--- src/rtl/toy_decode_issue_ctrl.sv ---
// ----------------------------------------------------------------------------
// toy_decode_issue_ctrl
//
// Sits between the fetch buffer and a bank of DEC_NUM parallel decoder lanes.
// Each cycle it can take a contiguous, oldest-first prefix of the fetch
// window into a registered issue group. The group is presented to the
// decoder lanes with independent per-lane valid/ready handshakes. A CSR
// interrupt-injection request is served by a small drain/inject state
// machine. It waits for the current group to drain, then issues a single
// marker instruction on lane 0. A pipeline flush drops everything in flight.
//
// Ports:
//   clk, rst          clock, asynchronous active-high reset
//   flush             pipeline flush (highest priority)
//   fe_vld / fe_rdy   fetch entry valid / consumed, entry 0 is oldest
//   fe_inst/pc/idx    fetch payload, FE_CH entries packed low-to-high
//   dec_vld / dec_rdy per-lane decoder handshake
//   dec_inst/pc/idx   per-lane payload, DEC_NUM lanes packed low-to-high
//   dec_intr          lane carries the interrupt marker
//   csr_intr_vld/pc   interrupt-injection request (held until accepted)
//   csr_intr_rdy      injection accepted this cycle
//
// Optional feature macro: TOY_DEC_ISSUE_PERF_EN
//   Adds perf_issued (non-interrupt lane fires) and perf_stall (IDLE with
//   fetch waiting but the group not free) counters, CNT_W bits, wrapping.
// ----------------------------------------------------------------------------
module toy_decode_issue_ctrl #(
    parameter int FE_CH   = 8,
    parameter int DEC_NUM = 4,
    parameter int INST_W  = 32,
    parameter int ADDR_W  = 32,
    parameter int IDX_W   = 8,
    parameter int CNT_W   = 32
) (
    input  logic                      clk,
    input  logic                      rst,
    input  logic                      flush,
    input  logic [FE_CH-1:0]          fe_vld,
    output logic [FE_CH-1:0]          fe_rdy,
    input  logic [FE_CH*INST_W-1:0]   fe_inst,
    input  logic [FE_CH*ADDR_W-1:0]   fe_pc,
    input  logic [FE_CH*IDX_W-1:0]    fe_idx,
    output logic [DEC_NUM-1:0]        dec_vld,
    input  logic [DEC_NUM-1:0]        dec_rdy,
    output logic [DEC_NUM*INST_W-1:0] dec_inst,
    output logic [DEC_NUM*ADDR_W-1:0] dec_pc,
    output logic [DEC_NUM*IDX_W-1:0]  dec_idx,
    output logic [DEC_NUM-1:0]        dec_intr,
    input  logic                      csr_intr_vld,
    input  logic [ADDR_W-1:0]         csr_intr_pc,
    output logic                      csr_intr_rdy
`ifdef TOY_DEC_ISSUE_PERF_EN
    ,
    output logic [CNT_W-1:0]          perf_issued,
    output logic [CNT_W-1:0]          perf_stall
`endif
);

    typedef enum logic [1:0] {
        ST_IDLE,
        ST_DRAIN,
        ST_WAIT_ACK
    } state_e;

    state_e state_q;

    logic [DEC_NUM-1:0]        vld_q,  vld_d;
    logic [DEC_NUM-1:0]        intr_q, intr_d;
    logic [DEC_NUM*INST_W-1:0] inst_q, inst_d;
    logic [DEC_NUM*ADDR_W-1:0] pc_q,   pc_d;
    logic [DEC_NUM*IDX_W-1:0]  idx_q,  idx_d;

    logic [DEC_NUM-1:0] fire;
    logic [DEC_NUM-1:0] take;
    logic               free;
    logic               load_en;
    logic               inj_en;

    // Upper fetch entries are never consumed; fold them here so they are
    // visibly intentionally unused.
    logic unused_fe;
    assign unused_fe = ^{fe_vld, fe_inst, fe_pc, fe_idx};

    // A lane is free when it is empty or handing off this very cycle, so a
    // new group can be loaded back-to-back with full throughput.
    assign fire = vld_q & dec_rdy;
    assign free = &(~vld_q | dec_rdy);

    // Running AND over fe_vld: a hole in the fetch window stops the take,
    // which keeps the loaded lanes a contiguous in-order prefix.
    always_comb begin
        logic run;
        run  = 1'b1;
        take = '0;
        for (int k = 0; k < DEC_NUM; k++) begin
            run     = run & fe_vld[k];
            take[k] = run;
        end
    end

    // Interrupt requests block fetch even in IDLE so the drain starts at once.
    // Both handshakes are masked during reset so nothing is consumed then.
    assign load_en = !rst && (state_q == ST_IDLE) && free && !flush && !csr_intr_vld;
    assign inj_en  = !rst && (state_q == ST_DRAIN) && free && !flush && csr_intr_vld;

    always_comb begin
        fe_rdy = '0;
        for (int k = 0; k < DEC_NUM; k++) begin
            fe_rdy[k] = load_en & take[k];
        end
    end

    assign csr_intr_rdy = inj_en;

    // Drain/inject sequencer: flush always returns to IDLE; DRAIN waits for
    // the group to empty (or the request to be withdrawn); WAIT_ACK holds
    // fetch off until the marker on lane 0 is taken by the decoder.
    always_ff @(posedge clk or posedge rst) begin
        if (rst) begin
            state_q <= ST_IDLE;
        end else if (flush) begin
            state_q <= ST_IDLE;
        end else begin
            case (state_q)
                ST_IDLE: begin
                    if (csr_intr_vld) state_q <= ST_DRAIN;
                end
                ST_DRAIN: begin
                    if (!csr_intr_vld) state_q <= ST_IDLE;
                    else if (inj_en)   state_q <= ST_WAIT_ACK;
                end
                ST_WAIT_ACK: begin
                    if (fire[0]) state_q <= ST_IDLE;
                end
                default: state_q <= ST_IDLE;
            endcase
        end
    end

    // Lane next-state: flush drops the group, a load or injection replaces
    // it, otherwise fired lanes retire and unfired lanes hold their payload.
    // Lanes not taken by a load keep their stale payload but are invalid.
    always_comb begin
        vld_d  = vld_q;
        intr_d = intr_q;
        inst_d = inst_q;
        pc_d   = pc_q;
        idx_d  = idx_q;
        if (flush) begin
            vld_d  = '0;
            intr_d = '0;
        end else if (load_en) begin
            vld_d  = take;
            intr_d = '0;
            for (int k = 0; k < DEC_NUM; k++) begin
                if (take[k]) begin
                    inst_d[k*INST_W +: INST_W] = fe_inst[k*INST_W +: INST_W];
                    pc_d[k*ADDR_W +: ADDR_W]   = fe_pc[k*ADDR_W +: ADDR_W];
                    idx_d[k*IDX_W +: IDX_W]    = fe_idx[k*IDX_W +: IDX_W];
                end
            end
        end else if (inj_en) begin
            vld_d                 = '0;
            vld_d[0]              = 1'b1;
            intr_d                = '0;
            intr_d[0]             = 1'b1;
            inst_d[0 +: INST_W]   = '0;
            pc_d[0 +: ADDR_W]     = csr_intr_pc;
            idx_d[0 +: IDX_W]     = '0;
        end else begin
            vld_d  = vld_q & ~fire;
            intr_d = intr_q & ~fire;
        end
    end

    always_ff @(posedge clk or posedge rst) begin
        if (rst) begin
            vld_q  <= '0;
            intr_q <= '0;
            inst_q <= '0;
            pc_q   <= '0;
            idx_q  <= '0;
        end else begin
            vld_q  <= vld_d;
            intr_q <= intr_d;
            inst_q <= inst_d;
            pc_q   <= pc_d;
            idx_q  <= idx_d;
        end
    end

    assign dec_vld  = vld_q;
    assign dec_intr = intr_q;
    assign dec_inst = inst_q;
    assign dec_pc   = pc_q;
    assign dec_idx  = idx_q;

`ifdef TOY_DEC_ISSUE_PERF_EN
    logic [CNT_W-1:0] issued_q, issued_d;
    logic [CNT_W-1:0] stall_q,  stall_d;

    // Only real instructions count as issued; the interrupt marker does not.
    always_comb begin
        issued_d = issued_q;
        for (int k = 0; k < DEC_NUM; k++) begin
            issued_d = issued_d + CNT_W'(fire[k] & ~intr_q[k]);
        end
        stall_d = stall_q + CNT_W'((state_q == ST_IDLE) && fe_vld[0] && !free);
    end

    // Counters survive flush; only reset clears them.
    always_ff @(posedge clk or posedge rst) begin
        if (rst) begin
            issued_q <= '0;
            stall_q  <= '0;
        end else begin
            issued_q <= issued_d;
            stall_q  <= stall_d;
        end
    end

    assign perf_issued = issued_q;
    assign perf_stall  = stall_q;
`else
    logic [CNT_W-1:0] unused_cnt;
    assign unused_cnt = '0;
`endif

endmodule
--- config.mk ---
export PLATFORM = sky130hd
export DESIGN_NAME = toy_decode_issue_ctrl
export DESIGN_NICKNAME = d
export VERILOG_FILES = /design/src/rtl/toy_decode_issue_ctrl.sv
export SDC_FILE = /design/constraint.sdc
export NUM_CORES = 1
export LEC_CHECK = 0
export BUFFER_PORTS_ARGS = -buffer_cell sky130_fd_sc_hd__buf_2
export CORE_AREA = 2 2 361 363
export DETAILED_ROUTE_END_ITERATION = 12
export DIE_AREA = 0 0 363 365
export PLACE_DENSITY = 0.33
export SYNTH_ARGS = -nofsm -noshare
export SYNTH_HDL_FRONTEND = slang
export SYNTH_SLANG_ARGS = --single-unit
--- constraint.sdc ---
create_clock -name clk -period 18.15 [get_ports clk]
set_input_delay 0.9075 -clock clk [delete_from_list [all_inputs] [get_ports clk]]
set_output_delay 0.9075 -clock clk [all_outputs]
set_load 0.005 [all_outputs]
# After elaboration in Yosys (flattened, before gate mapping)
# Cells that the tools add are included.
word_totals:
  wordCells: 75
  reg_bits: 298
  out_inout_bits: 305
  in_bits: 624
op_classes:
  mux: 21
  reduce_logical: 19
  n_eq_ne: 6
  bitwise: 14
op_table:
  columns: ["cell", "count"]
  rows:
  - ["$mux 32", 6]
  - ["$mux 4", 6]
  - ["$mux 8", 3]
  - ["$reduce_and 3->1", 5]
  - ["$and 4x4->4", 3]
  - ["$mux 2", 5]
  - ["$logic_and 1x1->1", 8]
  - ["$not 4->4", 2]
  - ["$and 1x1->1", 7]
  - ["$ne 3x3->1 const B", 2]
  - ["$pmux 2 s3", 1]
  - ["$ne 4x4->1 const B", 1]
  - ["$or 4x4->4", 1]
  - ["$reduce_and 4->1", 1]
  - ["$logic_not 1->1", 3]
  - ["$eq 2x1->1 const B", 1]
  - ["$eq 2x2->1 const B", 1]
  - ["$logic_not 2->1", 1]
  - ["$ne 2x2->1 const B", 1]
  - ["$reduce_bool 2->1", 1]
  - ["$not 1->1", 1]

# Logic depth before layout (Yosys ltp)
logic_depth:
  ltp_word: 10
  mapped_depth: 7
  depth_no_buf: 4

# Worst setup path before layout
# Ideal clock, no wire load.
synth_timing:
  kind: "input-to-output"
  from: "in rst"
  to: "out fe_rdy[3]"
  arrival_time_ns: 8.949
  path_slack_ns: 8.293
  t_required_ns: 17.243
  n_path_buf: 2
  path_stages: 6
  path_cell_list: "inv_1 and4_1 buf_2 clkbuf_1 and3_1 nor2b_1"
synth_between:
  elab_chain_cells: 6
synth_rtl:
  columns: ["item", "line_no", "source"]
  rows:
  - ["from (decl)", "36", "input logic rst,"]
  - ["$logic_not 1->1 (no source line)", null, null]
  - ["$logic_and 1x1->1 (4 in a row)", "103", "assign load_en = !rst && (state_q == ST_IDLE) && free && !flush && !csr_intr_vld;"]
  - ["$and 1x1->1", "109", "fe_rdy[k] = load_en & take[k];"]
  - ["to (decl)", "39", "output logic [FE_CH-1:0] fe_rdy,"]
# No other way between the ends.

# Worst setup path after layout
layout_timing:
  from: "in rst"
  to: "reg pc_q[102], in the netlist dec_pc[102]"
layout_between:
  elab_chain_cells: 6
layout_rtl:
  columns: ["item", "line_no", "source"]
  rows:
  - ["$logic_not 1->1 (no source line)", null, null]
  - ["$logic_and 1x1->1 (4 in a row)", "103", null]
  - ["$reduce_and 3->1 (no source line)", null, null]
  - ["to (signal assigned)", "187", "pc_q <= pc_d;"]
  - ["to (decl)", "70", "logic [DEC_NUM*ADDR_W-1:0] pc_q, pc_d;"]
# No other way between the ends.
# A chain may end at the register's enable or synchronous reset.

==> impl_metrics.json <==
{
  "outcome": "finished, final reports clean",
  "fraction_of_the_mapped_netlist_area_in_simple_logic_gates_pct": 4.13,
  "num_vias": 8993,
  "timing.clock.skew_ns": 0.0224,
  "maximum_vdd_ir_drop_v": 0.0000534,
  "crit_path_end_kind": "register",
  "fillerInstances": 14400,
  "final.setup.worst_slack_ns": 14.27,
  "post-place-ws_ns": 13.43,
  "cts_setup_buffers": 0,
  "timing.reg2reg.worst_path_depth": 6,
  "die_height_um": 365,
  "synth.ff_latch_count": 298,
  "yosys.area_share.xor_xnor_pct": 0,
  "grt_setup_unrepaired": "no",
  "layout_min_cycle_time_ns": 3.88,
  "cellPowerDensity_nw_per_um2": 111,
  "layout.cells.most_common_list": "sky130_fd_sc_hd__buf_2 (632), sky130_fd_sc_hd__dfrtp_1 (298), sky130_fd_sc_hd__mux2_2 (245)",
  "comb_power_share_pct": 16.8,
  "power_frac_clock_pct": 42.3,
  "p_sw_uw": 558,
  "die-width_um": 363,
  "setup_viol": 0,
  "grt_util_all_layers_pct": 7.74,
  "timing.critical_path.max_delay_family": "buffers and inverters",
  "highest_clock_rate_ghz": 0.258,
  "drt-pass1-iter-count": 4,
  "endpoints_failing_hold": 0,
  "grt_pass1_wl_um": 73200,
  "tns_setup_ns": 0,
  "fin_crit_sh_pct": 21.4,
  "power.switching_fraction_pct": 27.2,
  "utilization_pct": 14.3,
  "cts_tree": "done",
  "cts_max_path_buffers": 3,
  "cts_buffers": 43,
  "synth_cell_type_count": 29,
  "critical_path_top_delay_cell": "sky130_fd_sc_hd__nand4b_1",
  "ys_seq_area_share_pct": 63.0,
  "crit_path_start_kind": "primary input",
  "timing_worst_slew_pin_value_ns": 0.982,
  "globalRoute.totalOverflow": 0,
  "rows": 132,
  "core_footprint_um2": 129000,
  "dpl.hpwl_um": 41200,
  "wire_length_per_cell_after_detailed_routing_um": 17.1,
  "max_stage_delay_ns": 0.82,
  "cts_hold_repair.buffers": 0,
  "final_nets": 2018,
  "share_seq_of_total_power_pct": 40.9,
  "place.gp.congestion": 0.743,
  "synth-compound-area-share_pct": 0.444,
  "drt-total-wl_um": 53200,
  "worstSetupPathDepth": 7,
  "critical_r2r_launch": "state_q[1]",
  "cts-root-buf": "sky130_fd_sc_hd__clkbuf_16",
  "area_delta_synth_final_pct": 55.9,
  "crit_required_ns": 18.61,
  "io_buffers": 632,
  "viasPerCell": 2.89,
  "floorplan.die_area_um2": 132000,
  "postCtsResizedCells": 0,
  "r2r_setup_slack_ns": 14.61,
  "maxSlewViolCount": 0,
  "ys.warnings.count": 0,
  "hold_path_class": "primary input to asynchronous set/reset pin",
  "drv.max_cap_violation_count": 0,
  "path_clk_slew_ns": 0.06,
  "layout_commonest_cell": "sky130_fd_sc_hd__buf_2",
  "cp-endpoint": "dec_pc[102]",
  "slew_headroom_pct": 34.5,
  "syn_area_um2": 11800,
  "critical-path-top-cell-by-count": "sky130_fd_sc_hd__buf_4",
  "design.portCount": 929,
  "p_int_uw": 1500,
  "postSynthAreaPerCell_um2": 15.8,
  "number_of_levels_in_the_clock_h_tree": 2,
  "pin_count_of_the_biggest_net_entering_global_routing": 117,
  "initial_utilization_pct": 9.20,
  "critPathLaunch": "rst",
  "crit_path_max_fanout": 64,
  "r2r-end": "dec_pc[102]",
  "path_class": "primary input to register",
  "p_leak_uw": 0.00943,
  "post_route_cells_drive_above_1_share_pct": 67.5,
  "critPathBufInv": 4,
  "first_global_vias": 9938,
  "combinational_family_with_the_most_area_after_synthesis": "multiplexers",
  "drt_drc_violations_left": 0,
  "tritoncts_num_sinks": 298,
  "drt_iter0_drc": 308,
  "antenna_violations_before_repair": 34,
  "detail-route-antenna-nets": 0,
  "post_synth_fa_ha_maj_area_fraction_pct": 0,
  "worstSkewPairLatency_ns": 0.60,
  "synth.mux.area_fraction_pct": 30.4,
  "netlist_instances": 751,
  "worstPathCellList": "buf_2 -> inv_8 -> and4_2 -> buf_4 -> nand4b_1 -> buf_4 -> mux2_2",
  "arrival_time_reported_for_the_critical_path_endpoint_ns": 4.35
}
final cells by class:
class                           count  area [um^2]  area share [%]
Tap cell                         1675         2100            11.4
Antenna cell                        6         15.0          0.0814
Inverter                            1         11.3          0.0610
Sequential cell                   298         7460            40.4
Clock inverter                     20          238            1.29
Clock buffer                       59         1210            6.54
Multi-Input combinational cell    407         4170            22.6
Timing Repair Buffer              643         3260            17.7
metal layers:
layer / global-route usage (%) / vias up / routed length (um)
met1: 8.88 / 4456 / 21000
met3: 3.05 / 85 / 5330
met4: 2.72 / 14 / 1370
met2: 13.0 / 468 / 25400
met5: 0 / - / 83
li1: - / 3970 / -
cell usage after synthesis:
library cell               count  area share [%]
sky130_fd_sc_hd__dfrtp_1     298              63
sky130_fd_sc_hd__mux2_2      245              23
sky130_fd_sc_hd__mux2_1       75             7.1
sky130_fd_sc_hd__and3_1       44             2.3
sky130_fd_sc_hd__buf_2        25             1.1
sky130_fd_sc_hd__clkbuf_1     19            0.60
sky130_fd_sc_hd__nand2_1       7            0.22
sky130_fd_sc_hd__nand2b_1      5            0.26
sky130_fd_sc_hd__o21ai_0       5            0.21
sky130_fd_sc_hd__buf_4         4            0.25
sky130_fd_sc_hd__and4b_1       3            0.25
sky130_fd_sc_hd__and2_1        2            0.11
sky130_fd_sc_hd__nand3_1       2           0.085
sky130_fd_sc_hd__nor2_1        2           0.063
sky130_fd_sc_hd__a21oi_1       1           0.042
sky130_fd_sc_hd__a31o_2        1           0.074
sky130_fd_sc_hd__a31oi_1       1           0.053
sky130_fd_sc_hd__and2_0        1           0.053
sky130_fd_sc_hd__and4_1        1           0.074
sky130_fd_sc_hd__conb_1        1           0.032
sky130_fd_sc_hd__inv_1         1           0.032
sky130_fd_sc_hd__nand4_1       1           0.053
sky130_fd_sc_hd__nand4_2       1            0.11
sky130_fd_sc_hd__nand4_4       1            0.18
sky130_fd_sc_hd__nand4b_1      1           0.074
sky130_fd_sc_hd__nor2b_1       1           0.053
sky130_fd_sc_hd__nor3_1        1           0.042
sky130_fd_sc_hd__nor4_4        1            0.18
sky130_fd_sc_hd__o21a_1        1           0.063
worst min path at each step:
stage	endpoint	start	slack, ns	cells past startpoint
finish	dec_pc[97]	rst	0.36	2
global route	dec_pc[97]	rst	0.36	2
CTS	dec_pc[106]	rst	0.33	2
detailed placement	dec_inst[54]	dec_inst[54]	0.48	1
global placement	dec_inst[43]	dec_inst[43]	0.47	1
floorplan	dec_idx[10]	dec_idx[10]	0.49	1
kinds of logic after synthesis:
| logic type | Yosys count |
|---|---|
| and+or+nand+nor | 74 |
| AOI/OAI and AO/OA | 9 |
| DFF | 298 |
| buffers and inverters | 49 |
| muxes | 320 |
| other | 1 |
power groups by stage:
| stage | clock (uW) | combinational [uW] | sequential (uW) |
|---|---|---|---|
| finish | 868 | 345 | 841 |
| floorplan | 0 | 123 | 860 |
| detailed placement | 0 | 361 | 853 |
| global route | 941 | 381 | 857 |
| global placement | 0 | 359 | 849 |
| CTS | 921 | 362 | 843 |
registers in the layout, indices dropped and copies added (netlist names):
register  cells
dec_idx      32
dec_pc      128
dec_vld       4
state_q       2
dec_inst    128
dec_intr      4
per-stage QoR:
| stage | instances | power [uW] | hold slack (ns) | instance area (um^2) |
|---|---|---|---|---|
| global route | 3104 | 2180 | 0.363 | 18400 |
| floorplan | 754 | 983 | 0.489 | 11800 |
| global placement | 3024 | 1210 | 0.468 | 17000 |
| finish | 3109 | 2050 | 0.365 | 18500 |
| CTS | 3103 | 2130 | 0.331 | 18400 |
| detailed placement | 3024 | 1210 | 0.476 | 17000 |
worst register-to-register path, delay by kind of cell (launching register included):
| kind | cells | cell delay [ns] |
|---|---|---|
| multiplexers | 1 | 0.59 |
| buffers and inverters | 2 | 1.17 |
| AND/OR/NAND/NOR | 3 | 1.22 |
| flip-flops | 1 | 0.42 |
Note: power is estimated with default switching activity, not from simulation.
